[config.mk]
export PLATFORM = sky130hd
export DESIGN_NAME = sd_cmd_engine_flat
export DESIGN_NICKNAME = d
export VERILOG_FILES = /design/src/rtl/sd_cmd_engine_if.sv /design/src/rtl/sd_cmd_engine.sv /design/src/flat_wrapper.sv
export SDC_FILE = /design/constraint.sdc
export NUM_CORES = 1
export LEC_CHECK = 0
export BUFFER_PORTS_ARGS = -buffer_cell sky130_fd_sc_hd__buf_2
export CAP_MARGIN = 10
export CORE_UTILIZATION = 59
export CTS_CLUSTER_DIAMETER = 150
export DETAILED_ROUTE_END_ITERATION = 8
export GPL_ROUTABILITY_DRIVEN = 0
export PLACE_DENSITY = 0.8
export RECOVER_POWER = 50
export SETUP_SLACK_MARGIN = 0.3
export SLEW_MARGIN = 20
export SYNTH_ARGS = -nofsm -noshare
export SYNTH_HDL_FRONTEND = slang
export SYNTH_SLANG_ARGS = --single-unit
[constraint.sdc]
create_clock -name clk -period 2.7 [get_ports clk]
set_clock_uncertainty 0.2 [all_clocks]
set_input_delay 0.405 -clock clk [delete_from_list [all_inputs] [get_ports clk]]
set_output_delay 0.405 -clock clk [all_outputs]
set_load 0.02 [all_outputs]
[src/rtl/sd_cmd_engine_if.sv]
// Register-side bus of the SD command engine: request fields in, status and response out.
// Response width follows SD_CMD_LONG_RESP_EN (128 bits with R2 support, 32 bits without).
interface sd_cmd_engine_if;
`ifdef SD_CMD_LONG_RESP_EN
  localparam int unsigned RESP_W = 128;
`else
  localparam int unsigned RESP_W = 32;
`endif

  logic              start;
  logic [5:0]        cmd_index;
  logic [31:0]       cmd_arg;
  logic [1:0]        resp_type;
  logic              busy;
  logic              done;
  logic              resp_timeout;
  logic              resp_crc_err;
  logic [RESP_W-1:0] resp;

  modport master (
    output start, cmd_index, cmd_arg, resp_type,
    input  busy, done, resp_timeout, resp_crc_err, resp
  );

  modport slave (
    input  start, cmd_index, cmd_arg, resp_type,
    output busy, done, resp_timeout, resp_crc_err, resp
  );
endinterface

[src/rtl/sd_cmd_engine.sv]
// SD host CMD-line sequencer: serialises a 48-bit command with CRC7, then receives/checks the response.
// Define SD_CMD_LONG_RESP_EN for 136-bit (R2) responses; otherwise type 3 is handled as a 48-bit read.
module sd_crc7 (
  input  logic       clk,
  input  logic       reset_n,
  input  logic       clear,
  input  logic       enable,
  input  logic       in_bit,
  output logic [6:0] crc
);
  logic [6:0] crc_q, crc_d;
  logic       fb;

  // Serial CRC7, polynomial x^7 + x^3 + 1, MSB-first data
  always_comb begin
    fb    = in_bit ^ crc_q[6];
    crc_d = crc_q;
    if (clear) begin
      crc_d = '0;
    end else if (enable) begin
      crc_d = {crc_q[5:3], crc_q[2] ^ fb, crc_q[1:0], fb};
    end
  end

  always_ff @(posedge clk or negedge reset_n) begin
    if (!reset_n) crc_q <= '0;
    else          crc_q <= crc_d;
  end

  assign crc = crc_q;
endmodule

module sd_cmd_engine #(
  parameter int unsigned TIMEOUT_TICKS = 64
) (
  input  logic           clk,
  input  logic           reset_n,
  input  logic           sd_tick,
  sd_cmd_engine_if.slave bus,
  output logic           cmd_out,
  output logic           cmd_oe,
  input  logic           cmd_in
);
`ifdef SD_CMD_LONG_RESP_EN
  localparam int unsigned RESP_W = 128;
  localparam int unsigned RX_W   = 136;
`else
  localparam int unsigned RESP_W = 32;
  localparam int unsigned RX_W   = 48;
`endif
  localparam int unsigned CNT_W  = $clog2(RX_W);
  localparam int unsigned WAIT_W = $clog2(TIMEOUT_TICKS + 1);

  localparam logic [2:0] ST_IDLE      = 3'd0;
  localparam logic [2:0] ST_TX_BODY   = 3'd1;
  localparam logic [2:0] ST_TX_CRC    = 3'd2;
  localparam logic [2:0] ST_TX_END    = 3'd3;
  localparam logic [2:0] ST_RESP_WAIT = 3'd4;
  localparam logic [2:0] ST_RESP_RX   = 3'd5;
  localparam logic [2:0] ST_DONE      = 3'd6;

  logic [2:0]        state_q, state_d;
  logic [CNT_W-1:0]  cnt_q, cnt_d;
  logic [WAIT_W-1:0] wait_q, wait_d;
  logic [39:0]       tx_sr_q, tx_sr_d;
  logic [RX_W-1:0]   rx_sr_q, rx_sr_d;
  logic [1:0]        rtype_q, rtype_d;
  logic              busy_q, busy_d;
  logic              done_q, done_d;
  logic              tout_q, tout_d;
  logic              crcerr_q, crcerr_d;
  logic [RESP_W-1:0] resp_q, resp_d;
  logic              cmd_out_q, cmd_out_d;
  logic              cmd_oe_q, cmd_oe_d;

  logic              crc_clear_c, crc_en_c, crc_in_c;
  logic [6:0]        crc_w;
  logic              is_long_c;
  logic              crc_win_c;
  logic [CNT_W-1:0]  rx_last_c;

  sd_crc7 u_crc7 (
    .clk     (clk),
    .reset_n (reset_n),
    .clear   (crc_clear_c),
    .enable  (crc_en_c),
    .in_bit  (crc_in_c),
    .crc     (crc_w)
  );

  // Response geometry; cnt_q counts received bits with the start bit as 0
`ifdef SD_CMD_LONG_RESP_EN
  assign is_long_c = (rtype_q == 2'd3);
  assign rx_last_c = is_long_c ? CNT_W'(135) : CNT_W'(47);
  assign crc_win_c = is_long_c ? (cnt_q >= CNT_W'(8) && cnt_q <= CNT_W'(127))
                               : (cnt_q <= CNT_W'(39));
`else
  assign is_long_c = 1'b0;
  assign rx_last_c = CNT_W'(47);
  assign crc_win_c = (cnt_q <= CNT_W'(39));
`endif

  always_comb begin
    state_d     = state_q;
    cnt_d       = cnt_q;
    wait_d      = wait_q;
    tx_sr_d     = tx_sr_q;
    rx_sr_d     = rx_sr_q;
    rtype_d     = rtype_q;
    busy_d      = busy_q;
    done_d      = 1'b0;
    tout_d      = tout_q;
    crcerr_d    = crcerr_q;
    resp_d      = resp_q;
    cmd_out_d   = cmd_out_q;
    cmd_oe_d    = cmd_oe_q;
    crc_clear_c = 1'b0;
    crc_en_c    = 1'b0;
    crc_in_c    = 1'b0;

    case (state_q)
      ST_IDLE, ST_DONE: begin
        state_d = ST_IDLE;
        if (bus.start) begin
          rtype_d     = bus.resp_type;
          tx_sr_d     = {2'b01, bus.cmd_index, bus.cmd_arg};
          tout_d      = 1'b0;
          crcerr_d    = 1'b0;
          crc_clear_c = 1'b1;
          busy_d      = 1'b1;
          cnt_d       = '0;
          state_d     = ST_TX_BODY;
        end
      end
      ST_TX_BODY: if (sd_tick) begin
        cmd_out_d = tx_sr_q[39];
        cmd_oe_d  = 1'b1;
        crc_en_c  = 1'b1;
        crc_in_c  = tx_sr_q[39];
        tx_sr_d   = {tx_sr_q[38:0], 1'b0};
        if (cnt_q == CNT_W'(39)) begin
          cnt_d   = '0;
          state_d = ST_TX_CRC;
        end else begin
          cnt_d = cnt_q + CNT_W'(1);
        end
      end
      ST_TX_CRC: if (sd_tick) begin
        cmd_out_d = crc_w[3'd6 - cnt_q[2:0]];
        if (cnt_q == CNT_W'(6)) begin
          cnt_d   = '0;
          state_d = ST_TX_END;
        end else begin
          cnt_d = cnt_q + CNT_W'(1);
        end
      end
      // First tick drives the end bit, second tick releases the line
      ST_TX_END: if (sd_tick) begin
        cmd_out_d = 1'b1;
        if (cnt_q == '0) begin
          cnt_d = CNT_W'(1);
        end else begin
          cmd_oe_d = 1'b0;
          cnt_d    = '0;
          if (rtype_q == 2'd0) begin
            done_d  = 1'b1;
            busy_d  = 1'b0;
            state_d = ST_DONE;
          end else begin
            crc_clear_c = 1'b1;
            wait_d      = '0;
            state_d     = ST_RESP_WAIT;
          end
        end
      end
      ST_RESP_WAIT: if (sd_tick) begin
        if (!cmd_in) begin
          rx_sr_d[rx_last_c] = 1'b0;
          crc_en_c           = !is_long_c;
          cnt_d              = CNT_W'(1);
          state_d            = ST_RESP_RX;
        end else if (wait_q == WAIT_W'(TIMEOUT_TICKS - 1)) begin
          tout_d  = 1'b1;
          done_d  = 1'b1;
          busy_d  = 1'b0;
          state_d = ST_DONE;
        end else begin
          wait_d = wait_q + WAIT_W'(1);
        end
      end
      ST_RESP_RX: if (sd_tick) begin
        rx_sr_d[rx_last_c - cnt_q] = cmd_in;
        crc_en_c = crc_win_c;
        crc_in_c = cmd_in;
        if (cnt_q == rx_last_c) begin
          resp_d = RESP_W'(rx_sr_d[39:8]);
`ifdef SD_CMD_LONG_RESP_EN
          if (is_long_c) resp_d = rx_sr_d[127:0];
`endif
          if (rtype_q != 2'd2 && rx_sr_d[7:1] != crc_w) crcerr_d = 1'b1;
          done_d  = 1'b1;
          busy_d  = 1'b0;
          state_d = ST_DONE;
        end else begin
          cnt_d = cnt_q + CNT_W'(1);
        end
      end
      default: state_d = ST_IDLE;
    endcase
  end

  always_ff @(posedge clk or negedge reset_n) begin
    if (!reset_n) begin
      state_q   <= ST_IDLE;
      cnt_q     <= '0;
      wait_q    <= '0;
      tx_sr_q   <= '0;
      rx_sr_q   <= '0;
      rtype_q   <= '0;
      busy_q    <= 1'b0;
      done_q    <= 1'b0;
      tout_q    <= 1'b0;
      crcerr_q  <= 1'b0;
      resp_q    <= '0;
      cmd_out_q <= 1'b1;
      cmd_oe_q  <= 1'b0;
    end else begin
      state_q   <= state_d;
      cnt_q     <= cnt_d;
      wait_q    <= wait_d;
      tx_sr_q   <= tx_sr_d;
      rx_sr_q   <= rx_sr_d;
      rtype_q   <= rtype_d;
      busy_q    <= busy_d;
      done_q    <= done_d;
      tout_q    <= tout_d;
      crcerr_q  <= crcerr_d;
      resp_q    <= resp_d;
      cmd_out_q <= cmd_out_d;
      cmd_oe_q  <= cmd_oe_d;
    end
  end

  assign bus.busy         = busy_q;
  assign bus.done         = done_q;
  assign bus.resp_timeout = tout_q;
  assign bus.resp_crc_err = crcerr_q;
  assign bus.resp         = resp_q;
  assign cmd_out          = cmd_out_q;
  assign cmd_oe           = cmd_oe_q;
endmodule

[src/flat_wrapper.sv]
// flat-port wrapper written by rule: the top's interface ports become plain ports
module sd_cmd_engine_flat 
#(
  parameter int unsigned TIMEOUT_TICKS = 64
)
  (clk, reset_n, sd_tick, cmd_out, cmd_oe, cmd_in, bus_start, bus_cmd_index, bus_cmd_arg, bus_resp_type, bus_busy, bus_done, bus_resp_timeout, bus_resp_crc_err, bus_resp);
  sd_cmd_engine_if bus_i ();
  input  logic clk;
  input  logic reset_n;
  input  logic sd_tick;
  output logic cmd_out;
  output logic cmd_oe;
  input  logic cmd_in;
  input wire logic [$bits(bus_i.start)-1:0] bus_start;
  input wire logic [$bits(bus_i.cmd_index)-1:0] bus_cmd_index;
  input wire logic [$bits(bus_i.cmd_arg)-1:0] bus_cmd_arg;
  input wire logic [$bits(bus_i.resp_type)-1:0] bus_resp_type;
  output wire logic [$bits(bus_i.busy)-1:0] bus_busy;
  output wire logic [$bits(bus_i.done)-1:0] bus_done;
  output wire logic [$bits(bus_i.resp_timeout)-1:0] bus_resp_timeout;
  output wire logic [$bits(bus_i.resp_crc_err)-1:0] bus_resp_crc_err;
  output wire logic [$bits(bus_i.resp)-1:0] bus_resp;
  assign bus_i.start = bus_start;
  assign bus_i.cmd_index = bus_cmd_index;
  assign bus_i.cmd_arg = bus_cmd_arg;
  assign bus_i.resp_type = bus_resp_type;
  assign bus_busy = bus_i.busy;
  assign bus_done = bus_i.done;
  assign bus_resp_timeout = bus_i.resp_timeout;
  assign bus_resp_crc_err = bus_i.resp_crc_err;
  assign bus_resp = bus_i.resp;
  sd_cmd_engine #(.TIMEOUT_TICKS(TIMEOUT_TICKS)) u_core (.clk(clk), .reset_n(reset_n), .sd_tick(sd_tick), .bus(bus_i), .cmd_out(cmd_out), .cmd_oe(cmd_oe), .cmd_in(cmd_in));
endmodule
==> impl_metrics.toml <==
[global_routing]
grt_use_total_pct = 29.6
grt_pass1_wl_um = 30900
grt_max_degree = 77
antenna_found_initial = 0
grt_pass1_vias = 6375
grt_overflow = 0

[synth]
yosysUniqueCellTypes = 80
ys.flop_type = "dfrtp_1"
synth_top_area_share_pct = 45.7
synth-seq-cells = 142
async_flop_share_pct = 100
ys_top_cells_by_area = "dfrtp_1 (46%), mux2i_1 (8.4%), o21ai_0 (5.7%)"
synthMostInstantiatedCell = "dfrtp_1"
synth_common_cells = "dfrtp_1 (141), nand2_1 (107), o21ai_0 (88)"
ys_seq_area_share_pct = 46.1
synth_area_um2 = 7720
synth-edff-count = 0
ys_warn_count = 0
yosysTopAreaCell = "dfrtp_1"
syn_inst = 816
syn-num-nets = 867
synth_area_per_cell_um2 = 9.46

[power_and_ir_drop]
ir_drop_v = 0.000630
leakage_uw = 0.00408
power.density_nw_per_um2 = 872
total_power_uw = 7900

[timing]
relSlewSlack_pct = 9.48
fin_tns_setup_ns = 0
finalHoldViolCount = 0
fin_crit_sh_pct = 85.8
grt_setup_unrepaired = "yes"
max_slew.worst_pin.slew_ns = 1.36
setup_slack_ns = 0.383
slew_violations = 0
min_period_ns = 2.32
fmax_mhz = 432
setup_viol = 0

[hold_path]
worstHoldPathCells = 2
hp-start = "bus_cmd_arg[0]"
hold_class = "in2reg"
hold_path_end = "u_core.tx_sr_q[0]"

[detailed_routing]
drc_errors = 0
via_per_inst = 6.17
routed_wl_um = 18700
vias = 6640
antenna_violating_nets_post_route = 0
firstDrtPassIters = 6
drtIter0Drc = 620
routedWlPerCell_um = 17.4

[place]
io_buffers = 82
place_ws_ns = 0.148
dp_hpwl_um = 12500
dpl_cell_area_um2 = 8370

[die]
io-pin-count = 83
die_x_um = 116
initial_core_util_pct = 60.9
rows = 41
die-area_um2 = 13500
dieHeight_um = 116
core_area_um2 = 12700

[run]
drv_cap = 0

[critical_path]
cp-start-kind = "flop"
path_max_fanout = 15
cp.arrival_ns = 2.46
critical_path_required_ns = 2.84
reg2reg_depth = 8
r2r_end = "u_core.wait_q[5]"
timing.reg2reg.setup_slack_ns = 0.38
critPathMaxStageDelay_ns = 0.48
crit_type = "reg2reg"
crit_chain = "buf_6, inv_1, ha_1, nor2b_1, nand3_1, o211ai_4, or4_1, a21oi_1"
cp-end-kind = "flop"
crit-reg2reg-launch = "u_core.cnt_q[1]"
critPathSlowestCell = "or4_1"

[clock_network]
cts_tree = "yes"
clockBufferDepth = 2
clk_pin_slew_ns = 0.07
cts.htree.levels = 4
clk_latency_ns = 0.43
cts-root-buf = "clkbuf_16"
cts_buffers = 17
cts_num_sinks = 142

[cells_and_area]
fillCellCount = 950
layout-drive-gt1-share_pct = 19.7
finish.instance_area_um2 = 9050
finalNetCount = 943
syn2layout_area_growth_pct = 17.3
num_antenna_cells = 0

[outcome]
outcome = "finished clean"
## stage by stage
step | utilization, % | hold WS [ns] | cells
2_1_floorplan | - | -0.0906 | 816
3_3_place_gp | 66.0 | 0.180 | 1039
3_5_place_dp | 66.0 | 0.188 | 1039
4_1_cts | 71.3 | 0.0000672 | 1074
5_1_grt | 71.4 | 0.00969 | 1077
6_report | 71.4 | 0.00741 | 1077
## cell usage in the layout (no fill, tap or decap), types with 7 or more instances in the layout
cell	Yosys	final
a21oi_1	50	48
a31oi_1	13	13
buf_2	26	62
buf_4	2	28
clkbuf_1	29	20
clkbuf_16	0	17
dfrtp_1	141	138
inv_1	9	9
mux2_2	17	17
mux2i_1	65	65
nand2_1	107	106
nand2b_1	9	9
nand3_1	27	27
nand4_1	7	7
nor2_1	55	54
nor2b_1	10	10
nor3_1	12	11
o21ai_0	88	88
o31ai_1	22	22
or3_1	8	8
## cell type report
cell class | instances | area, µm² | area share [%]
tap | 172 | 215 | 2.38
multi-input combinational | 600 | 3880 | 42.9
clock buffer | 18 | 429 | 4.74
sequential | 142 | 3560 | 39.3
inverter | 11 | 41.3 | 0.456
clock inverter | 14 | 206 | 2.28
timing repair buffer | 120 | 719 | 7.95
## report_power, final
part / internal [µW] / total, µW / switching (µW) / leakage [µW]
clock: 1570 / 2530 / 966 / 0.000305
combinational: 998 / 2400 / 1410 / 0.00188
sequential: 2550 / 2960 / 409 / 0.00189
total: 5120 / 7900 / 2780 / 0.00408
## worst max-delay path by stage
| stage | from | to | slack, ns | cells after the start |
|---|---|---|---|---|
| detailed placement | u_core.state_q[0] | u_core.wait_q[5] | 0.15 | 5 |
| global placement | u_core.state_q[0] | u_core.wait_q[5] | 0.28 | 5 |
| global route | reset_n | u_core.tx_sr_q[2] | 0.16 | 3 |
| floorplan | u_core.cnt_q[1] | u_core.state_q[0] | 0.39 | 9 |
| CTS | u_core.state_q[2] | u_core.wait_q[5] | 0.31 | 5 |
| finish | u_core.cnt_q[1] | u_core.wait_q[5] | 0.38 | 8 |
## registers in the layout (all words and copies together) (netlist names), 2 cells and up
| signal | count |
|---|---|
| u_core.tx_sr_q | 40 |
| u_core.rtype_q | 2 |
| u_core.wait_q | 7 |
| u_core.bus.resp | 32 |
| u_core.u_crc7.crc | 7 |
| u_core.cnt_q | 6 |
| u_core.state_q | 3 |
| u_core.rx_sr_q | 39 |
## worst max-delay path, delay by kind of cell, from the launching register on
| kind | cells | cell delay (ns) |
|---|---|---|
| adder cells (fa/ha/maj) | 1 | 0.19 |
| AO/OA/AOI/OAI | 2 | 0.30 |
| AND/OR/NAND/NOR | 3 | 0.82 |
| flip-flops | 1 | 0.44 |
| buffers and inverters | 2 | 0.27 |
## per-layer routing
layer | routed length (µm) | GRT usage, % | vias to the layer above
met5 | 0 | 0 | -
met4 | 401 | 11.8 | 0
met3 | 1260 | 6.75 | 47
met2 | 9290 | 48.3 | 264
met1 | 7750 | 38.3 | 3246
li1 | - | - | 3083
## cell families after synthesis
group | after synthesis | share of synthesized area [%]
AO/OA/AOI/OAI | 217 | 17.3
XOR/XNOR | 11 | 1.43
adder cells (fa/ha/maj) | 7 | 1.10
buffers and inverters | 74 | 4.31
flip-flops | 142 | 46.1
multiplexers | 86 | 11.6
AND/OR/NAND/NOR | 279 | 18.2
## what timing repair did
action,CTS,global route
hold endpoints to repair,53,0
resized for setup,2,9
setup buffers,0,3
hold buffers,3,0
setup endpoints to repair,49,51
cloned,0,0
pin swaps,0,2
Note: power is estimated with default switching activity, not from simulation.
